File: src/rtl/digitub_scanmux.sv
// Four-digit multiplexed 7-segment scanner: each slot gets a blank phase then a lit
// phase; all slots show data from a snapshot taken once per frame so frames never tear.
module digitub_scanmux #(
  parameter int SHOW_CYC  = 50000,
  parameter int BLANK_CYC = 1000
) (
  input  logic       clk,
  input  logic       reset,
  input  logic       en,
  input  logic [7:0] digout1,
  input  logic [7:0] digout2,
  input  logic [7:0] digout3,
  input  logic [7:0] digout4,
  input  logic [3:0] dp_en,
  output logic [3:0] an,
  output logic [6:0] seg,
  output logic       dp,
  output logic       frame_tick,
  output logic       dbg_state
);

  localparam int MAXC = (SHOW_CYC > BLANK_CYC) ? SHOW_CYC : BLANK_CYC;
  localparam int CW   = (MAXC > 1) ? $clog2(MAXC) : 1;
  localparam logic [CW-1:0] SHOW_LAST  = CW'(SHOW_CYC - 1);
  localparam logic [CW-1:0] BLANK_LAST = CW'(BLANK_CYC - 1);

  typedef enum logic {BLANK = 1'b0, SHOW = 1'b1} state_t;

  state_t        state, state_n;
  logic [1:0]    idx, idx_n;
  logic [CW-1:0] cnt, cnt_n;
  logic          capture;

  logic [27:0]   snap_seg, snap_seg_n;
  logic [3:0]    snap_dp, snap_dp_n;

  logic [3:0]    an_n;
  logic [6:0]    seg_n;
  logic          dp_n;

  assign dbg_state = state;

  // Phase sequencing; everything freezes while en is low.
  always_comb begin
    state_n = state;
    idx_n   = idx;
    cnt_n   = cnt;
    capture = 1'b0;
    if (en) begin
      capture = (state == BLANK) && (idx == 2'd0) && (cnt == '0);
      if (state == BLANK) begin
        if (cnt == BLANK_LAST) begin
          state_n = SHOW;
          cnt_n   = '0;
        end else begin
          cnt_n = cnt + 1'b1;
        end
      end else begin
        if (cnt == SHOW_LAST) begin
          state_n = BLANK;
          cnt_n   = '0;
          idx_n   = idx + 2'd1;
        end else begin
          cnt_n = cnt + 1'b1;
        end
      end
    end
  end

  always_comb begin
    snap_seg_n = snap_seg;
    snap_dp_n  = snap_dp;
    if (capture) begin
      snap_seg_n = {digout4[6:0], digout3[6:0], digout2[6:0], digout1[6:0]};
      snap_dp_n  = dp_en;
    end
  end

  // Outputs are computed from the next state so they change on the transition edge.
  // The post-capture snapshot is used so a one-cycle blank phase still shows fresh data.
  always_comb begin
    an_n  = 4'b1111;
    seg_n = 7'b1111111;
    dp_n  = 1'b1;
    if (en && (state_n == SHOW)) begin
      dp_n = ~snap_dp_n[idx_n];
      case (idx_n)
        2'd0: begin an_n = 4'b1110; seg_n = snap_seg_n[6:0];   end
        2'd1: begin an_n = 4'b1101; seg_n = snap_seg_n[13:7];  end
        2'd2: begin an_n = 4'b1011; seg_n = snap_seg_n[20:14]; end
        default: begin an_n = 4'b0111; seg_n = snap_seg_n[27:21]; end
      endcase
    end
  end

  always_ff @(posedge clk) begin
    if (reset) begin
      state      <= BLANK;
      idx        <= 2'd0;
      cnt        <= '0;
      snap_seg   <= '1;
      snap_dp    <= 4'b0000;
      an         <= 4'b1111;
      seg        <= 7'b1111111;
      dp         <= 1'b1;
      frame_tick <= 1'b0;
    end else begin
      state      <= state_n;
      idx        <= idx_n;
      cnt        <= cnt_n;
      snap_seg   <= snap_seg_n;
      snap_dp    <= snap_dp_n;
      an         <= an_n;
      seg        <= seg_n;
      dp         <= dp_n;
      frame_tick <= capture;
    end
  end

endmodule
File: config.mk
export PLATFORM = sky130hd
export DESIGN_NAME = digitub_scanmux
export DESIGN_NICKNAME = d
export VERILOG_FILES = /design/src/rtl/digitub_scanmux.sv
export SDC_FILE = /design/constraint.sdc
export NUM_CORES = 1
export LEC_CHECK = 0
export ABC_CLOCK_PERIOD_IN_PS = 7300
export BUFFER_PORTS_ARGS = -buffer_cell sky130_fd_sc_hd__clkbuf_2
export CAP_MARGIN = 30
export CORE_ASPECT_RATIO = 0.75
export CORE_MARGIN = 2
export CORE_UTILIZATION = 51
export CTS_CLUSTER_SIZE = 8
export DETAILED_ROUTE_END_ITERATION = 6
export PLACE_DENSITY_LB_ADDON = 0.25
export SYNTH_ARGS = -nofsm -noshare
export SYNTH_HDL_FRONTEND = slang
export SYNTH_SLANG_ARGS = --single-unit
File: constraint.sdc
create_clock -name clk -period 7.3 [get_ports clk]
set_clock_uncertainty 0.05 [all_clocks]
set_input_delay 1.46 -clock clk [delete_from_list [all_inputs] [get_ports clk]]
set_output_delay 1.46 -clock clk [all_outputs]
set_load 0.02 [all_outputs]
Yosys cells after proc, flatten, opt, wreduce, memory -nomap -nowiden
Cells that the tools add are included.

storage, ports and cells
  flip-flop bits (word level) = 64
  input bits = 39
  output and inout bits = 14
  word-level logic and storage cells = 43

cells by class
  add/subtract/negate cells = 2
  order comparisons = 1
  equality and inequality tests = 4
  muxes and demuxes = 17
  bitwise gates (word level) = 3
  reductions and logical operators = 7

operators with widths
  kind                   number
  $mux 16                3
  $mux 28                1
  $pmux 7 s3             1
  $add 16x1->16 const B  1
  $eq 16x10->1 const B   1
  $eq 16x16->1 const B   1
  $logic_not 16->1       1
  $pmux 4 s3             1
  $mux 1                 6
  $mux 2                 3
  $logic_not 2->1        2
  $mux 4                 1
  $logic_and 1x1->1      3
  $lt 2x3->1 const B     1
  $not 1->1              3
  $add 2x1->2 const B    1
  $bmux 1 s2             1
  $eq 2x1->1 const B     1
  $eq 2x2->1 const B     1
  $reduce_or 2->1        1

Depth between registers and ports, before layout
Gate-level depths: netlist of the first run.

  depth in word-level cells = 8
  depth in mapped cells = 11
  mapped depth without buffers = 7

Worst setup path after synthesis of the first run
No wires, ideal clock.

  kind = input to register
  start point = in en
  end point = reg seg[2]
  setup time = 0.122 ns
  arrival = 3.129 ns
  required time = 7.128 ns
  setup slack = 3.999 ns
  stages = 8
  path buffers = 2
  path through = buf_6 and3_4 nor4b_4 a41oi_2 nor4b_4 buf_6 o211ai_1 o2bb2a_1

between the ends
  longest elaborated chain between the ends = 4
  elaborated cells between the ends (all ways) = 11
  those cells by class = eq/ne (2); mux (5); bitwise (1); reduce/logical (3)

RTL lines
  item                                                                line  text
  from (decl)                                                         9     input logic en,
  parallel branches: the longest is 4 deep, another holds $pmux 7 s3  n/a
  to (signal assigned)                                                114   seg <= seg_n;
  to (decl)                                                           16    output logic [6:0] seg,

Parallel ways; which one is timed is not known.
A chain may end at the register's enable or synchronous reset.

Worst setup path in the final report of the first run
  start point = in en
  end point = reg seg[0]

The elaborated chain is that of the path after synthesis.

==> results.toml, run 1 <==
[status]
status = "complete, no violations"

[route]
first_pass_iters = 5
wl_per_cell_um = 14.6
drc_errors = 0
topRoutingLayerUsed = "met4"
vias = 2512
dr_wl_met2_um = 2880
vias_per_cell = 5.53
dr_wl_met3_um = 421
drt-met1-wl_um = 3270
routed_wl_um = 6630
drtAntennaViolNets = 0
drt_iter0_markers = 210

[cts]
post_cts_buffers = 0
cts-buffers-inserted = 9
cts_resized = 0
clk_pin_slew_ns = 0.07
clock_sinks = 64
cts-root-buf = "clkbuf_8"
cts_tree = "done"
htreeDepth = 3
cts_hold_buf = 0
clk_latency_ns = 0.34
cts_buffer_depth = 2

[sta]
tns_ns = 0
hold_slack_ns = 0.422
period_needed_ns = 3.89
fmax_ghz = 0.257
tightest_slew_ns = 0.738
slew_viol_final = 0
setup_slack_ns = 3.41
finalCritPeriodShare = 0.533
setup_viol_count_final = 0
rsz0062_at_grt = "no"
finalHoldViolCount = 0
slew_headroom = 0.506

[layout]
drive_above_1_share = 0.210
regArea_mm2 = 0.00128
multi_input_area_mm2 = 0.00169
layout_commonest_cell = "dfxtp_1"
final_cells = 454
layout_common_cells = "dfxtp_1, clkbuf_2, nand2_1"
num-fill-cells = 535
syn_to_final_growth_pct = 12.5
design.final.nets = 413
final_util = 0.601
n_antenna_cell = 0

[synth]
synth.top_cell.area_share = 0.410
yosysTopAreaCell = "dfxtp_1"
ys_warn_count = 0
ys_seq_area_frac = 0.410
asyncSetResetFlopFracSynth = 0
syn_nets = 375
avgSynthCellArea_um2 = 9.39
synth_area_mm2 = 0.00313
synth-edff-count = 0
netlist_instances = 333
synth_ff_type = "dfxtp_1"
synth_seq_cells = 64
ys_types = 51
yosys-top-cells-area = "dfxtp_1, mux2i_1, nand2b_1, nand2_1, nor2_1"

[critical_path]
critPathLaunchType = "input pin"
r2r_start = "idx[0]$_SDFF_PP0_"
worst-endpoint-arrival_ns = 4.06
rr_worst_depth = 8
endpoint_kind = "register"
cp.required_ns = 7.47
worstSetupStartpoint = "en"
crit_fanout = 12
worst-r2r-setup-slack_ns = 4.04
endpoint = "seg[0]$_SDFF_PP1_"
crit_type = "input pin to register"
regToRegEndpoint = "seg[3]$_SDFF_PP1_"

[floorplan]
row_count = 24
die_x_um = 94.4
core_area_mm2 = 0.00586
die_area_mm2 = 0.00678
io_pins = 53
die_h_um = 71.8
start_util = 0.534

[power_and_ir_drop]
ir_worst_vdd_mv = 0.139
p_leak_uw = 0.00135
power_density_mw_per_mm2 = 206

[placed_design]
place.gp.congestion = 0.856
port_buffers = 48
placed_cells = 438
pre_cts_ws_ns = 3.08
hpwl_um = 4500

[worst_hold_path]
min_path_type = "register to register"

[global_route]
grt_usage = 0.211
grt_pass1_vias = 2219
grt_overflow = 0
antenna_found_initial = 0
grt_pass1_wl_um = 11000
grt_max_degree = 48

[run]
timing.max_cap.violations = 0
[cell families (layout without fill, tap and decap cells)]
| logic type | count (synthesis) | after routing | synth area share |
|---|---|---|---|
| simple gates | 138 | 138 | 0.252 |
| flops | 64 | 64 | 0.410 |
| compound gates | 56 | 56 | 0.145 |
| buf+inv | 29 | 72 | 0.0500 |
| mux | 28 | 28 | 0.0896 |
| xor+xnor | 15 | 15 | 0.0420 |
| fa+ha+maj | 3 | 3 | 0.0120 |
[how the worst min path moves through the flow]
stage                       startpoint                      end  cells after the start
2_1_floorplan  snap_seg[21]$_SDFF_PP1_  snap_seg[21]$_SDFF_PP1_                      2
3_3_place_gp   snap_seg[22]$_SDFF_PP1_  snap_seg[22]$_SDFF_PP1_                      2
3_5_place_dp   snap_seg[22]$_SDFF_PP1_  snap_seg[22]$_SDFF_PP1_                      2
4_1_cts        snap_seg[22]$_SDFF_PP1_  snap_seg[22]$_SDFF_PP1_                      2
5_1_grt         snap_seg[0]$_SDFF_PP1_   snap_seg[0]$_SDFF_PP1_                      2
6_report       snap_seg[25]$_SDFF_PP1_  snap_seg[25]$_SDFF_PP1_                      2
[layout make-up]
class,count,area share
multi-input cells,240,0.481
flip-flops and latches,64,0.364
repair buffers,50,0.0725
clock buffers,9,0.0352
well taps,78,0.0277
clock inverters,7,0.0132
inverters,6,0.00640
[report_power, final]
group	total [uW]	switching, uW	internal [uW]
Combinational	83.2	42.7	40.4
Sequential	374	7.75	366
Clock	267	145	122
[flip-flops by register name, summed over array words and instances (netlist names)]
name        cells
dp              1
an              4
idx             2
snap_dp         4
dbg_state       1
seg             7
frame_tick      1
cnt            16
snap_seg       28
[critical path, cell delays in order]
cell and delay (ns):
clkbuf_2 0.16, and3_4 0.23, nor4b_4 0.53, a41oi_2 0.24, nor4b_4 0.69, nor3b_2 0.47, o2bb2a_1 0.27
[through the flow]
stage	area, um^2	power (uW)
2_1_floorplan	3130	445
3_3_place_gp	3340	462
3_5_place_dp	3350	465
4_1_cts	3520	729
5_1_grt	3520	755
6_report	3520	723
[routing by layer]
metal	vias to the layer above	GRT usage
li1	1261	-
met1	1173	0.306
met2	70	0.304
met3	8	0.0589
met4	0	0.0660
met5	-	0
[Yosys cell counts, drive strengths merged, types with 4 or more instances]
library cell and number:
a211o 8, a211oi 6, a22oi 6, buf 13, clkbuf 10, dfxtp 64, inv 5, mux2i 28
nand2 32, nand2b 25, nand3 10, nand4 4, nor2 27, nor2b 10, nor3 9, nor4b 4
o211ai 5, o21ai 4, o22ai 5, o2bb2a 5, xnor2 6, xor2 9
Note: power is estimated with default switching activity, not from simulation.
==> run 2, diff against run 1 <==
- ABC_AREA: unset -> 1
- ABC_CLOCK_PERIOD_IN_PS: 7300 -> 3600
- clock period: 7.3 -> 3.6 ns (I/O delays scaled with it)
==> results.toml, run 2 <==
[status]
status = "complete, no violations"

[cts]
cts_resized = 0
cts_hold_buf = 0
post_cts_buffers = 0
cts-buffers-inserted = 9
clk_latency_ns = 0.34
cts-root-buf = "clkbuf_8"
cts_tree = "done"
htreeDepth = 3
cts_buffer_depth = 2
clock_sinks = 64
clk_pin_slew_ns = 0.07

[critical_path]
worst-r2r-setup-slack_ns = 1.24
slowest_delay_ns = 0.33
endpoint_kind = "register"
path_cells = "clkbuf_2 -> inv_1 -> nor2_1 -> nand3_2 -> inv_1 -> nand3_2 -> clkinv_1 -> nand2_1 -> nand2_1 -> nor3_1 -> nor2_1"
r2r_start = "cnt[0]$_SDFFE_PP0P_"
cpMaxStageDelayCell = "inv_1"
regToRegEndpoint = "seg[2]$_SDFF_PP1_"
critPathLaunchType = "input pin"
cp.required_ns = 3.79
worst-endpoint-arrival_ns = 2.69
rr_worst_depth = 11
crit_fanout = 19
crit_type = "input pin to register"

[layout]
design.final.nets = 505
regArea_mm2 = 0.00128
largest_reg_flops = 28
reg_top3 = "snap_seg x28, cnt x16, seg x7"
drive_above_1_share = 0.190
multi_input_area_mm2 = 0.00145
num-fill-cells = 526
syn_to_final_growth_pct = 15.0
final_cells = 543
layout_common_cells = "nand2_1, nand3_1, dfxtp_1"
top_register = "snap_seg"
layout_commonest_cell = "nand2_1"
n_antenna_cell = 0
stdcell_area_mm2 = 0.00338

[synth]
ys_warn_count = 0
netlist_instances = 416
ys_types = 29
synth-edff-count = 0
synth.top_cell.area_share = 0.435
avgSynthCellArea_um2 = 7.07
yosysMostFrequentCell = "nand2_1"
synth_seq_cells = 64
asyncSetResetFlopFracSynth = 0
synth_ff_type = "dfxtp_1"
yosys-top-cells-area = "dfxtp_1, nand2_1, nand3_1, nor2_1, inv_1"
synthTopCellsByCount = "nand2_1, nand3_1, dfxtp_1, nor2_1, inv_1"
ys_seq_area_frac = 0.435
synth_area_mm2 = 0.00294
syn_nets = 458
yosysTopAreaCell = "dfxtp_1"

[sta]
tightest_slew_ns = 0.435
slew_viol_final = 0
period_needed_ns = 2.51
finalHoldViolCount = 0
rsz0062_at_grt = "no"
finalCritPeriodShare = 0.697
fmax_ghz = 0.399
slew_headroom = 0.708
hold_slack_ns = 0.403
tns_ns = 0
setup_viol_count_final = 0

[placed_design]
placed_cells = 527
placed_area_mm2 = 0.00321
place.gp.congestion = 0.888
hpwl_um = 4930
port_buffers = 48

[route]
first_pass_iters = 5
routed_wl_um = 6780
wl_per_cell_um = 12.5
drt_iter0_markers = 172
drc_errors = 0
vias = 2727
vias_per_cell = 5.02
drtAntennaViolNets = 0

[global_route]
grt_max_degree = 29
grt_pass1_wl_um = 11400
grt_overflow = 0
antenna_found_initial = 0
grt_pass1_vias = 2398
grt_usage = 0.228

[worst_hold_path]
hold_path_startpoint = "snap_seg[12]$_SDFF_PP1_"
hold-path-cell-count = 2
min_path_type = "register to register"
hold_end = "snap_seg[12]$_SDFF_PP1_"

[floorplan]
start_util = 0.538
die_x_um = 91.7
io_pins = 53
core_area_mm2 = 0.00547
die_area_mm2 = 0.00640
row_count = 23
die_h_um = 69.8

[run]
timing.max_cap.violations = 0

[power_and_ir_drop]
p_leak_uw = 0.00159
power_density_mw_per_mm2 = 439
ir_worst_vdd_mv = 0.294
==> run 2: worst max-delay path by stage <==
stage / startpoint / endpoint / cells past startpoint
global route: en / seg[6]$_SDFF_PP1_ / 11
finish: en / seg[2]$_SDFF_PP1_ / 11
CTS: en / seg[2]$_SDFF_PP1_ / 11
floorplan: en / seg[6]$_SDFF_PP1_ / 10
detailed placement: en / seg[2]$_SDFF_PP1_ / 11
global placement: en / seg[2]$_SDFF_PP1_ / 11
==> run 2: stage by stage <==
step | setup WS (ns) | util | total power, uW
2_1_floorplan | 1.67 | - | 907
5_1_grt | 0.815 | 0.619 | 1570
6_report | 1.09 | 0.619 | 1490
4_1_cts | 1.10 | 0.619 | 1500
3_3_place_gp | 0.784 | 0.587 | 951
3_5_place_dp | 0.730 | 0.587 | 958
==> run 2: cells by family (layout without fill, tap and decap cells) <==
logic type	count (synthesis)	count (layout)	synth area share
AOI/OAI and AO/OA	22	22	0.0412
xor gates and xnor gates	5	5	0.0149
adders and majority gates	3	3	0.0128
buffers and inverters	48	100	0.0718
DFF	64	64	0.435
and+or+nand+nor	274	274	0.424
==> run 2: cell type report <==
type                       count  share of cell area
clock buffer                   9              0.0366
clock inverter                 7              0.0144
inverter                      33              0.0366
multi-input combinational    304               0.428
sequential                    64               0.379
tap                           75              0.0277
timing repair buffer          51              0.0776
==> run 2: worst max-delay path, delay by kind of cell <==
kind | cells | cell delay (ns)
and+or+nand+nor | 7 | 1.05
buffers and inverters | 4 | 0.92
==> run 2: metal layers <==
metal | up-vias | routed length (um) | share of wire | track usage
met5 | - | 0 | 0 | 0
met1 | 1209 | 3340 | 0.49 | 0.330
met3 | 9 | 508 | 0.075 | 0.0913
met2 | 73 | 2870 | 0.42 | 0.319
li1 | 1436 | - | - | -
met4 | 0 | 66 | 0.0097 | 0.0514
==> run 2: where the power goes <==
| group | switching (uW) | total [uW] | internal (uW) |
|---|---|---|---|
| Clock | 295 | 544 | 249 |
| Combinational | 121 | 187 | 65.5 |
| Sequential | 10.8 | 756 | 745 |
| Total | 427 | 1490 | 1060 |
==> run 3, diff against run 2 <==
- ABC_CLOCK_PERIOD_IN_PS: 3600 -> 2500
- clock period: 3.6 -> 2.5 ns (I/O delays scaled with it)
==> results.toml, run 3 (synthesis results as in run 2) <==
[sta]
finalCritPeriodShare = 0.835
finalHoldViolCount = 0
tightest_slew_ns = 0.413
setup_viol_count_final = 0
fmax_ghz = 0.479
slew_viol_final = 0
tns_ns = 0
period_needed_ns = 2.09
slew_headroom = 0.722
rsz0062_at_grt = "no"
setup_slack_ns = 0.412

[global_route]
grt_usage = 0.225
grt_overflow = 0
grt_pass1_wl_um = 11400
antenna_found_initial = 0
grt_max_degree = 29
grt_pass1_vias = 2504

[cts]
cts-buffers-inserted = 9
post_cts_buffers = 0
cts_resized = 0
clock_sinks = 64
cts_buffer_depth = 2
cts_tree = "done"
clk_latency_ns = 0.35
clk_pin_slew_ns = 0.07
cts-root-buf = "clkbuf_8"
htreeDepth = 3
cts_hold_buf = 0

[power_and_ir_drop]
p_int_uw = 1840
p_leak_uw = 0.00164
swShare = 0.248
switchingPower_uw = 606
pwr-share-clk = 0.441
comb_power_share = 0.113
ir_worst_vdd_mv = 0.444
power_density_mw_per_mm2 = 701
seqPwrFrac = 0.446

[critical_path]
worst-r2r-setup-slack_ns = 0.41
rr_worst_depth = 10
r2r_start = "cnt[1]$_SDFFE_PP0P_"
worst-endpoint-arrival_ns = 2.27
endpoint_kind = "register"
critPathLaunchType = "register"
crit_fanout = 11
cp.required_ns = 2.68
crit_type = "register to register"
regToRegEndpoint = "seg[2]$_SDFF_PP1_"

[floorplan]
io_pins = 53
row_count = 23
die_h_um = 69.8
core_area_mm2 = 0.00547
start_util = 0.538
die_area_mm2 = 0.00640
die_x_um = 91.7

[layout]
layout_common_cells = "nand2_1, nand3_1, dfxtp_1"
num-fill-cells = 516
regArea_mm2 = 0.00128
syn_to_final_growth_pct = 18.5
final_util = 0.638
drive_above_1_share = 0.197
multi_input_area_mm2 = 0.00145
top_register = "snap_seg"
design.final.nets = 509
n_antenna_cell = 0
layout_commonest_cell = "nand2_1"
largest_reg_flops = 28
reg_top3 = "snap_seg x28, cnt x16, seg x7"

[route]
drt_iter0_markers = 166
drc_errors = 0
vias = 2765
first_pass_iters = 5
vias_per_cell = 5.05
wl_per_cell_um = 12.1
routed_wl_um = 6640
drtAntennaViolNets = 0

[run]
timing.max_cap.violations = 0

[worst_hold_path]
hold_path_startpoint = "digout4[4]"
hold-path-cell-count = 3
min_path_type = "input pin to register"
hold_end = "snap_seg[25]$_SDFF_PP1_"

[placed_design]
hpwl_um = 4900
port_buffers = 48
pre_cts_ws_ns = 0.403
place.gp.congestion = 0.866

[status]
status = "complete, no violations"
==> run 3: final cells by class <==
class / instances / area share
flip-flops and latches: 64 / 0.368
clock buffers: 9 / 0.0355
well taps: 75 / 0.0269
inverters: 33 / 0.0355
multi-input cells: 304 / 0.416
clock inverters: 7 / 0.0345
repair buffers: 55 / 0.0840
==> run 3: how the worst max path moves through the flow <==
stage	start	to	slack (ns)	cells after the start
2_1_floorplan	cnt[0]$_SDFFE_PP0P_	seg[2]$_SDFF_PP1_	0.74	14
3_3_place_gp	en	seg[2]$_SDFF_PP1_	0.43	11
3_5_place_dp	en	seg[2]$_SDFF_PP1_	0.40	11
4_1_cts	cnt[0]$_SDFFE_PP0P_	seg[2]$_SDFF_PP1_	0.44	10
5_1_grt	cnt[0]$_SDFFE_PP0P_	seg[2]$_SDFF_PP1_	0.23	10
6_report	cnt[1]$_SDFFE_PP0P_	seg[2]$_SDFF_PP1_	0.41	10
==> run 3: critical path, stage by stage, from the launching register on <==
cell and delay (ns):
dfxtp_1 0.33, inv_1 0.10, ha_1 0.16, nand4_1 0.12, nor2_2 0.23, nand3_2 0.25, buf_4 0.25, nand2_1 0.08
nand2_1 0.05, nor3_1 0.27, nor2_1 0.08
==> run 3: power groups by stage <==
stage	combinational [uW]	sequential, uW	clock (uW)
floorplan	196	1110	0
global placement	267	1110	0
detailed placement	273	1110	0
CTS	276	1090	1090
global route	319	1090	1140
finish	276	1090	1080
==> run 3: metal layers <==
| layer | up-vias | track usage | part of all wire |
|---|---|---|---|
| met5 | - | 0 | 0 |
| met4 | 0 | 0.0730 | 0.0087 |
| met3 | 5 | 0.0663 | 0.067 |
| met2 | 80 | 0.332 | 0.42 |
| met1 | 1231 | 0.315 | 0.50 |
| li1 | 1449 | - | - |
==> run 3: stage by stage <==
stage	std cells	hold slack (ns)	total power, uW	instance area [um^2]
floorplan	416	0.374	1310	2940
global placement	531	0.383	1380	3240
detailed placement	531	0.388	1390	3240
CTS	547	0.306	2460	3490
global route	547	0.301	2550	3490
finish	547	0.311	2440	3490
